## src/rtl/pipe_hazard_unit.sv

```systemverilog
// Hazard controller for the 5-stage MIPS pipeline: shadows in-flight dst/control
// fields and derives EX forwarding selects, load-use stalls, branch flushes and event counts.
module pipe_hazard_unit #(
    parameter int unsigned RA_W   = 5,
    parameter int unsigned NSTG   = 3,
    parameter int unsigned LD_FWD = 2,
    parameter int unsigned BR_STG = 1,
    parameter int unsigned CNT_W  = 16,
    parameter int unsigned FS_W   = $clog2(NSTG)
) (
    input  logic             clk,
    input  logic             rst,
    input  logic             id_valid,
    input  logic [RA_W-1:0]  id_rs,
    input  logic [RA_W-1:0]  id_rt,
    input  logic [RA_W-1:0]  id_dst,
    input  logic             id_regwrite,
    input  logic             id_memread,
    input  logic             branch_taken,
    output logic             stall,
    output logic             flush,
    output logic [FS_W-1:0]  fwd_a,
    output logic [FS_W-1:0]  fwd_b,
    output logic [CNT_W-1:0] stall_cnt,
    output logic [CNT_W-1:0] flush_cnt
);

    logic [NSTG-1:0]           s_valid, s_rw, s_mr;
    logic [NSTG-1:0][RA_W-1:0] s_dst;
    logic [RA_W-1:0]           ex_rs, ex_rt;

    logic [NSTG-1:0]           n_valid, n_rw, n_mr;
    logic [NSTG-1:0][RA_W-1:0] n_dst;
    logic [RA_W-1:0]           n_ex_rs, n_ex_rt;

    logic                      lu_a, lu_b;

    // EX operand forwarding: scanning oldest to youngest lets the youngest producer win
    always_comb begin
        fwd_a = '0;
        fwd_b = '0;
        for (int k = int'(NSTG) - 1; k >= 1; k--) begin
            if (s_valid[k] && s_rw[k] && (ex_rs != '0) && (s_dst[k] == ex_rs))
                fwd_a = FS_W'(k);
            if (s_valid[k] && s_rw[k] && (ex_rt != '0) && (s_dst[k] == ex_rt))
                fwd_b = FS_W'(k);
        end
    end

    // Load-use detection against the youngest producer of each ID source
    always_comb begin
        lu_a = 1'b0;
        lu_b = 1'b0;
        for (int j = int'(NSTG) - 1; j >= 0; j--) begin
            if (s_valid[j] && s_rw[j] && (id_rs != '0) && (s_dst[j] == id_rs))
                lu_a = s_mr[j] && ((j + 1) < int'(LD_FWD));
            if (s_valid[j] && s_rw[j] && (id_rt != '0) && (s_dst[j] == id_rt))
                lu_b = s_mr[j] && ((j + 1) < int'(LD_FWD));
        end
        flush = branch_taken;
        stall = id_valid && (lu_a || lu_b) && !branch_taken;
    end

    // Shadow pipeline next state: flush beats stall beats normal advance
    always_comb begin
        n_valid = s_valid;
        n_rw    = s_rw;
        n_mr    = s_mr;
        n_dst   = s_dst;
        n_ex_rs = ex_rs;
        n_ex_rt = ex_rt;
        for (int k = 1; k < int'(NSTG); k++) begin
            n_valid[k] = s_valid[k-1];
            n_rw[k]    = s_rw[k-1];
            n_mr[k]    = s_mr[k-1];
            n_dst[k]   = s_dst[k-1];
        end
        if (flush) begin
            for (int k = 0; k < int'(NSTG); k++) begin
                if (k < int'(BR_STG))
                    n_valid[k] = 1'b0;
            end
            n_valid[0] = 1'b0;
            n_rw[0]    = 1'b0;
            n_mr[0]    = 1'b0;
            n_dst[0]   = '0;
            n_ex_rs    = '0;
            n_ex_rt    = '0;
        end else if (stall) begin
            n_valid[0] = 1'b0;
            n_rw[0]    = 1'b0;
            n_mr[0]    = 1'b0;
            n_dst[0]   = '0;
        end else begin
            n_valid[0] = id_valid;
            n_rw[0]    = id_regwrite;
            n_mr[0]    = id_memread;
            n_dst[0]   = id_dst;
            n_ex_rs    = id_rs;
            n_ex_rt    = id_rt;
        end
    end

    always_ff @(posedge clk) begin
        if (rst) begin
            s_valid   <= '0;
            s_rw      <= '0;
            s_mr      <= '0;
            s_dst     <= '0;
            ex_rs     <= '0;
            ex_rt     <= '0;
            stall_cnt <= '0;
            flush_cnt <= '0;
        end else begin
            s_valid <= n_valid;
            s_rw    <= n_rw;
            s_mr    <= n_mr;
            s_dst   <= n_dst;
            ex_rs   <= n_ex_rs;
            ex_rt   <= n_ex_rt;
            if (stall && (stall_cnt != '1))
                stall_cnt <= stall_cnt + CNT_W'(1);
            if (flush && (flush_cnt != '1))
                flush_cnt <= flush_cnt + CNT_W'(1);
        end
    end

endmodule

```

## config.mk

```make
export PLATFORM = sky130hd
export DESIGN_NAME = pipe_hazard_unit
export DESIGN_NICKNAME = d
export VERILOG_FILES = /design/src/rtl/pipe_hazard_unit.sv
export SDC_FILE = /design/constraint.sdc
export NUM_CORES = 1
export LEC_CHECK = 0
export BUFFER_PORTS_ARGS = -buffer_cell sky130_fd_sc_hd__buf_4
export CAP_MARGIN = 20
export CORE_MARGIN = 4
export CORE_UTILIZATION = 50
export CTS_CLUSTER_DIAMETER = 80
export DETAILED_ROUTE_END_ITERATION = 7
export HOLD_SLACK_MARGIN = 0.03
export PLACE_DENSITY = 0.77
export SETUP_SLACK_MARGIN = 0.15
export SKIP_LAST_GASP = 1
export SLEW_MARGIN = 20
export SYNTH_ARGS = -nofsm -noshare
export SYNTH_HDL_FRONTEND = slang
export SYNTH_SLANG_ARGS = --single-unit
```

## constraint.sdc

```tcl
create_clock -name clk -period 2.39 [get_ports clk]
set_input_delay 0.239 -clock clk [delete_from_list [all_inputs] [get_ports clk]]
set_output_delay 0.239 -clock clk [all_outputs]
set_load 0.02 [all_outputs]
```

# Yosys cells after proc, flatten, opt, wreduce, memory -nomap -nowiden
# Cells that the tools add are included.
dict set report word_totals {
  ff_bits 64
  latch_bits 0
  ram_bits 0
  rom_bits 0
  inputBits 21
  wordCells 55
  mem_count 0
}
dict set report op_classes {
  n_addsub 2
  n_mul 0
  div_mod_pow 0
  n_lt_le_gt_ge 0
  n_eq_ne 8
  n_shift 0
  mux 6
  bitwise_logic 0
  n_reduce_logical 27
}
# op n
set op_table {}
lappend op_table {{16-bit by 1-bit adder with 16-bit output, second input constant} 2}
lappend op_table {{16-bit inequality test, second input constant} 2}
lappend op_table {{5-bit == test} 6}
lappend op_table {{5-bit nonzero test} 4}
lappend op_table {{1-bit logical AND} 19}
lappend op_table {{2-bit 2-to-1 mux} 4}
lappend op_table {{3-bit OR reduction} 1}
lappend op_table {{1-bit 2-to-1 mux} 2}
lappend op_table {{2-bit OR reduction} 1}
lappend op_table {{1-bit logical NOT} 1}
lappend op_table {{1-bit logical OR} 1}

# Depth between registers and ports, before layout
dict set report depth {
  depth_word 8
  depth_mapped 8
}

# Least setup slack after synthesis
# OpenSTA, ideal clock, no wires.
dict set report synth_timing {
  kind {reg-to-output}
  startpoint {register ex_rs[1]}
  endpoint {output fwd_a[1]}
  arrival_ns 1.831
  setup_slack_ns 0.320
  path_stages_with_launch 5
  path_cell_list {dfxtp_1 -> or4_1 -> nor2_1 -> nor4_1 -> nor4_1}
}
dict set report synth_between {
  elab_chain_len 5
  word_cells_on_any_way 9
  cone_classes {eq/ne (2); mux (2); reduce/logical (5)}
}
# item line
set synth_lines {}
lappend synth_lines {{start: declaration} 30} ;# logic [RA_W-1:0] ex_rs, ex_rt;
lappend synth_lines {{start signal: assignment} 119} ;# ex_rs <= n_ex_rs;
lappend synth_lines {{5-bit nonzero test} 43} ;# if (s_valid[k] && s_rw[k] && (ex_rs != '0) && (s_dst[k] == ex_rs))
lappend synth_lines {{1-bit logical AND (2 in a row)} 43}
lappend synth_lines {{2-bit 2-to-1 mux} 43}
lappend synth_lines {{2-bit 2-to-1 mux (*)} 43}
lappend synth_lines {{end: declaration} 22} ;# output logic [FS_W-1:0] fwd_a,
# Mark *: on every way between the ends. The rest lies on a longest branch, timed or not.

# Worst setup path in the final report
dict set report layout_timing {
  startpoint {register ex_rt[1]}
  endpoint {output fwd_b[1]}
}
dict set report layout_between {
  elab_chain_len 5
  word_cells_on_any_way 9
  cone_classes {eq/ne (2); mux (2); reduce/logical (5)}
}
# item line
set layout_lines {}
lappend layout_lines {{start: declaration} 30}
lappend layout_lines {{start signal: assignment} 120} ;# ex_rt <= n_ex_rt;
lappend layout_lines {{5-bit nonzero test} 45} ;# if (s_valid[k] && s_rw[k] && (ex_rt != '0) && (s_dst[k] == ex_rt))
lappend layout_lines {{1-bit logical AND (2 in a row)} 45}
lappend layout_lines {{2-bit 2-to-1 mux} 45}
lappend layout_lines {{2-bit 2-to-1 mux (*)} 45}
lappend layout_lines {{end: declaration} 23} ;# output logic [FS_W-1:0] fwd_b,
# Marked as above.

==> results.cfg <==
[power_and_ir_drop]
power_density_nw_per_um2 = 591.9
switching_share_pct = 22.82
p_switching_mw = 0.4838
seq_power_share_pct = 52.4
peakVddDrop_v = 0.0004064
p_leak_nw = 1.369
clkPwrFrac_pct = 40.9
combinationalPowerShare_pct = 6.7
internal-power_mw = 1.636
total_power_mw = 2.120

[finish]
fill_cells = 501
layout-drive-gt1-share_pct = 22.11
syn_to_final_growth_pct = 23.42
stdcell_area_um2 = 3581
diodes = 0
final_cell_mix = 64 x dfxtp_1, 62 x buf_4, 40 x nor2_1, 27 x xnor2_1, 18 x nand3_1
final_common_cell = dfxtp_1
nNetsFinal = 407

[setup_path]
cp-start-kind = flop
reg2reg_depth = 6
path_cells = or4_1 -> nor2_2 -> nor4_1 -> nor4_1 -> buf_4
required_ns = 2.15
path_buf_inv = 1
cp-end-kind = output pin
crit_top_cell = nor4_1
cp_top_family = simple AND/OR/NAND/NOR gates
slowest_delay_ns = 0.55
reg2reg_slack_ns = 0.38
worstReg2RegEnd = flush_cnt[5]
crit_path_top_delay_cell = or4_1
critical_path_class = reg2out
worstReg2RegStart = flush_cnt[12]
arrival_ns = 1.92
crit_path_max_fanout = 4

[placed_design]
place_hpwl_um = 4690
dp_slack_ns = 0.3826
gp_congestion = 0.8609
portBuffers = 58
placed_area_um2 = 3396

[timing]
fin_crit_sh_pct = 90.24
maxSlewHeadroom_pct = 62.40
setup_ws_ns = 0.2333
fin_hold_ws_ns = 0.09892
clock.fmax_mhz = 463.7
tightest_slew_ns = 0.5568
rsz0062_at_grt = no
period_minus_slack_ns = 2.157
skew_ns = 0.007086
finalSetupTns_ns = 0
finalHoldViolations = 0
setup_viol_count_final = 0
maxSlewViolCount = 0

[min_path]
hold_depth = 2
hp-start = id_dst[0]
whs_endpoint = n_dst[5]
min_path_type = in2reg

[floorplan]
start_util_pct = 52.05
die_x_um = 84.18
std_cell_rows = 27
coreArea_um2 = 5574
die_h_um = 84.18
io_pins = 59
die_area_um2 = 7085

[route]
finalWirelength_um = 6284
vias = 2418
route.detailed.drc = 0
drt.antenna.violating_nets = 0
wire_per_inst_um = 13.63
viasPerCell = 5.245
drt-initial-drc-count = 108
drt_pass1_iterations = 4

[clock_tree]
clk_path_buf_depth = 2
clock_latency_ns = 0.34
cts_sinks = 64
cts_buffers = 9
h-tree-depth = 3
cts_hold_buf = 0
clk_pin_slew_worst_paths_ns = 0.06
cts_root_buffer = clkbuf_8
cts_tree = done

[global_route]
antenna_found_initial = 0
grt_pass1_wl_um = 10790
grt_pass1_vias = 2358
grt_max_degree = 38
grt-ovfl-total = 0
grt_util_all_layers_pct = 18.65

[synthesis]
synthCells = 322
synth.area.mux_share_pct = 4.528
synth-simple-area-share_pct = 27.64
synth-edff-count = 0
synth_xor_area_share_pct = 13.28
ys_types = 40
async_reset_ff_share_pct = 0
synth_top_family_by_area = simple AND/OR/NAND/NOR gates
synth_area_per_cell_um2 = 9.011
synth_fa_ha_area_share_pct = 0.8624
ys_seq_area_share_pct = 44.16
synth_compound_area_share_pct = 6.641
synth_nets = 345
ys_ff_latch = 64
yosys_warnings = 0
synth.largest_area_cell = dfxtp_1
syn_area_um2 = 2902
yosysTopAreaCellShare_pct = 44.16
netlist_top_cells_area = dfxtp_1 44%, xnor2_1 8.2%, nor2_1 5.4%
ys.flop_type = dfxtp_1

[flow_run]
cap_violations = 0

[outcome]
status = complete, no violations
-- kinds of logic after synthesis --
logic type,count (synthesis)
simple gates,150
flops,64
xor+xnor,44
compound gates,32
buf+inv,17
mux,13
fa+ha+maj,2
-- registers in the layout, indices dropped and copies added (netlist names) --
signal	cells
flush_cnt	16
stall_cnt	16
n_dst	10
ex_rs	5
ex_rt	5
s_dst	5
s_rw	3
s_valid	3
s_mr	1
-- timing repair --
| action | 4_1_cts | 5_1_grt |
|---|---|---|
| resized for setup | 0 | 2 |
| endpoints found under the setup margin | 0 | 2 |
| setup buffers | 0 | 0 |
-- cells in the mapped netlist (2+ instances only) --
cell       n
a21oi_1   12
and2_1     9
and3_1     3
buf_6      2
clkbuf_1   7
dfxtp_1   64
ha_1       2
inv_1      6
mux2i_1   12
nand2_1   15
nand3_1   18
nand4_1   13
nor2_1    42
nor2b_1   16
nor3_1     4
nor4_1     7
o21ai_0    9
o31ai_1    4
or2_2      3
or3_1      8
or4_1      5
xnor2_1   27
xor2_1    17
-- how the worst max path moves through the flow --
stage / from / to / slack [ns] / cells past startpoint
floorplan: ex_rs[1] / fwd_a[1] / 0.32 / 4
global route: ex_rt[1] / fwd_b[1] / 0.16 / 5
detailed placement: id_rt[3] / stall_cnt[9] / 0.38 / 7
CTS: ex_rt[1] / fwd_b[1] / 0.22 / 5
global placement: id_rt[3] / stall_cnt[8] / 0.41 / 7
finish: ex_rt[1] / fwd_b[1] / 0.23 / 5
-- routing by layer --
| metal | vias up | routed length, µm | track usage (%) |
|---|---|---|---|
| met5 | - | 0 | 0 |
| met4 | 0 | 102 | 6.140 |
| met3 | 9 | 323 | 6.379 |
| met2 | 61 | 2956 | 29.70 |
| li1 | 1239 | - | - |
| met1 | 1109 | 2901 | 23.72 |
-- final cells by class --
type,count,area (µm²),share of cell area (%)
Sequential cell,64,1281,35.78
Multi-Input combinational cell,241,1541,43.05
Tap cell,72,90.09,2.516
Clock buffer,12,135.1,3.774
Timing Repair Buffer,62,465.4,13.00
Inverter,6,22.52,0.6289
Clock inverter,4,45.04,1.258
-- power by group through the flow --
stage / clock (mW) / sequential (mW) / combinational [mW]
5_1_grt: 0.941 / 1.11 / 0.158
4_1_cts: 0.880 / 1.11 / 0.141
2_1_floorplan: 0 / 1.13 / 0.0837
6_report: 0.867 / 1.11 / 0.141
3_5_place_dp: 0 / 1.13 / 0.141
3_3_place_gp: 0 / 1.13 / 0.136
-- stage by stage --
| step | util, % | cells |
|---|---|---|
| detailed placement | 60.92 | 445 |
| finish | 64.24 | 461 |
| global placement | 60.92 | 445 |
| global route | 64.24 | 461 |
| CTS | 64.15 | 461 |
| floorplan | - | 322 |
Power figures use the tool's default switching activity.
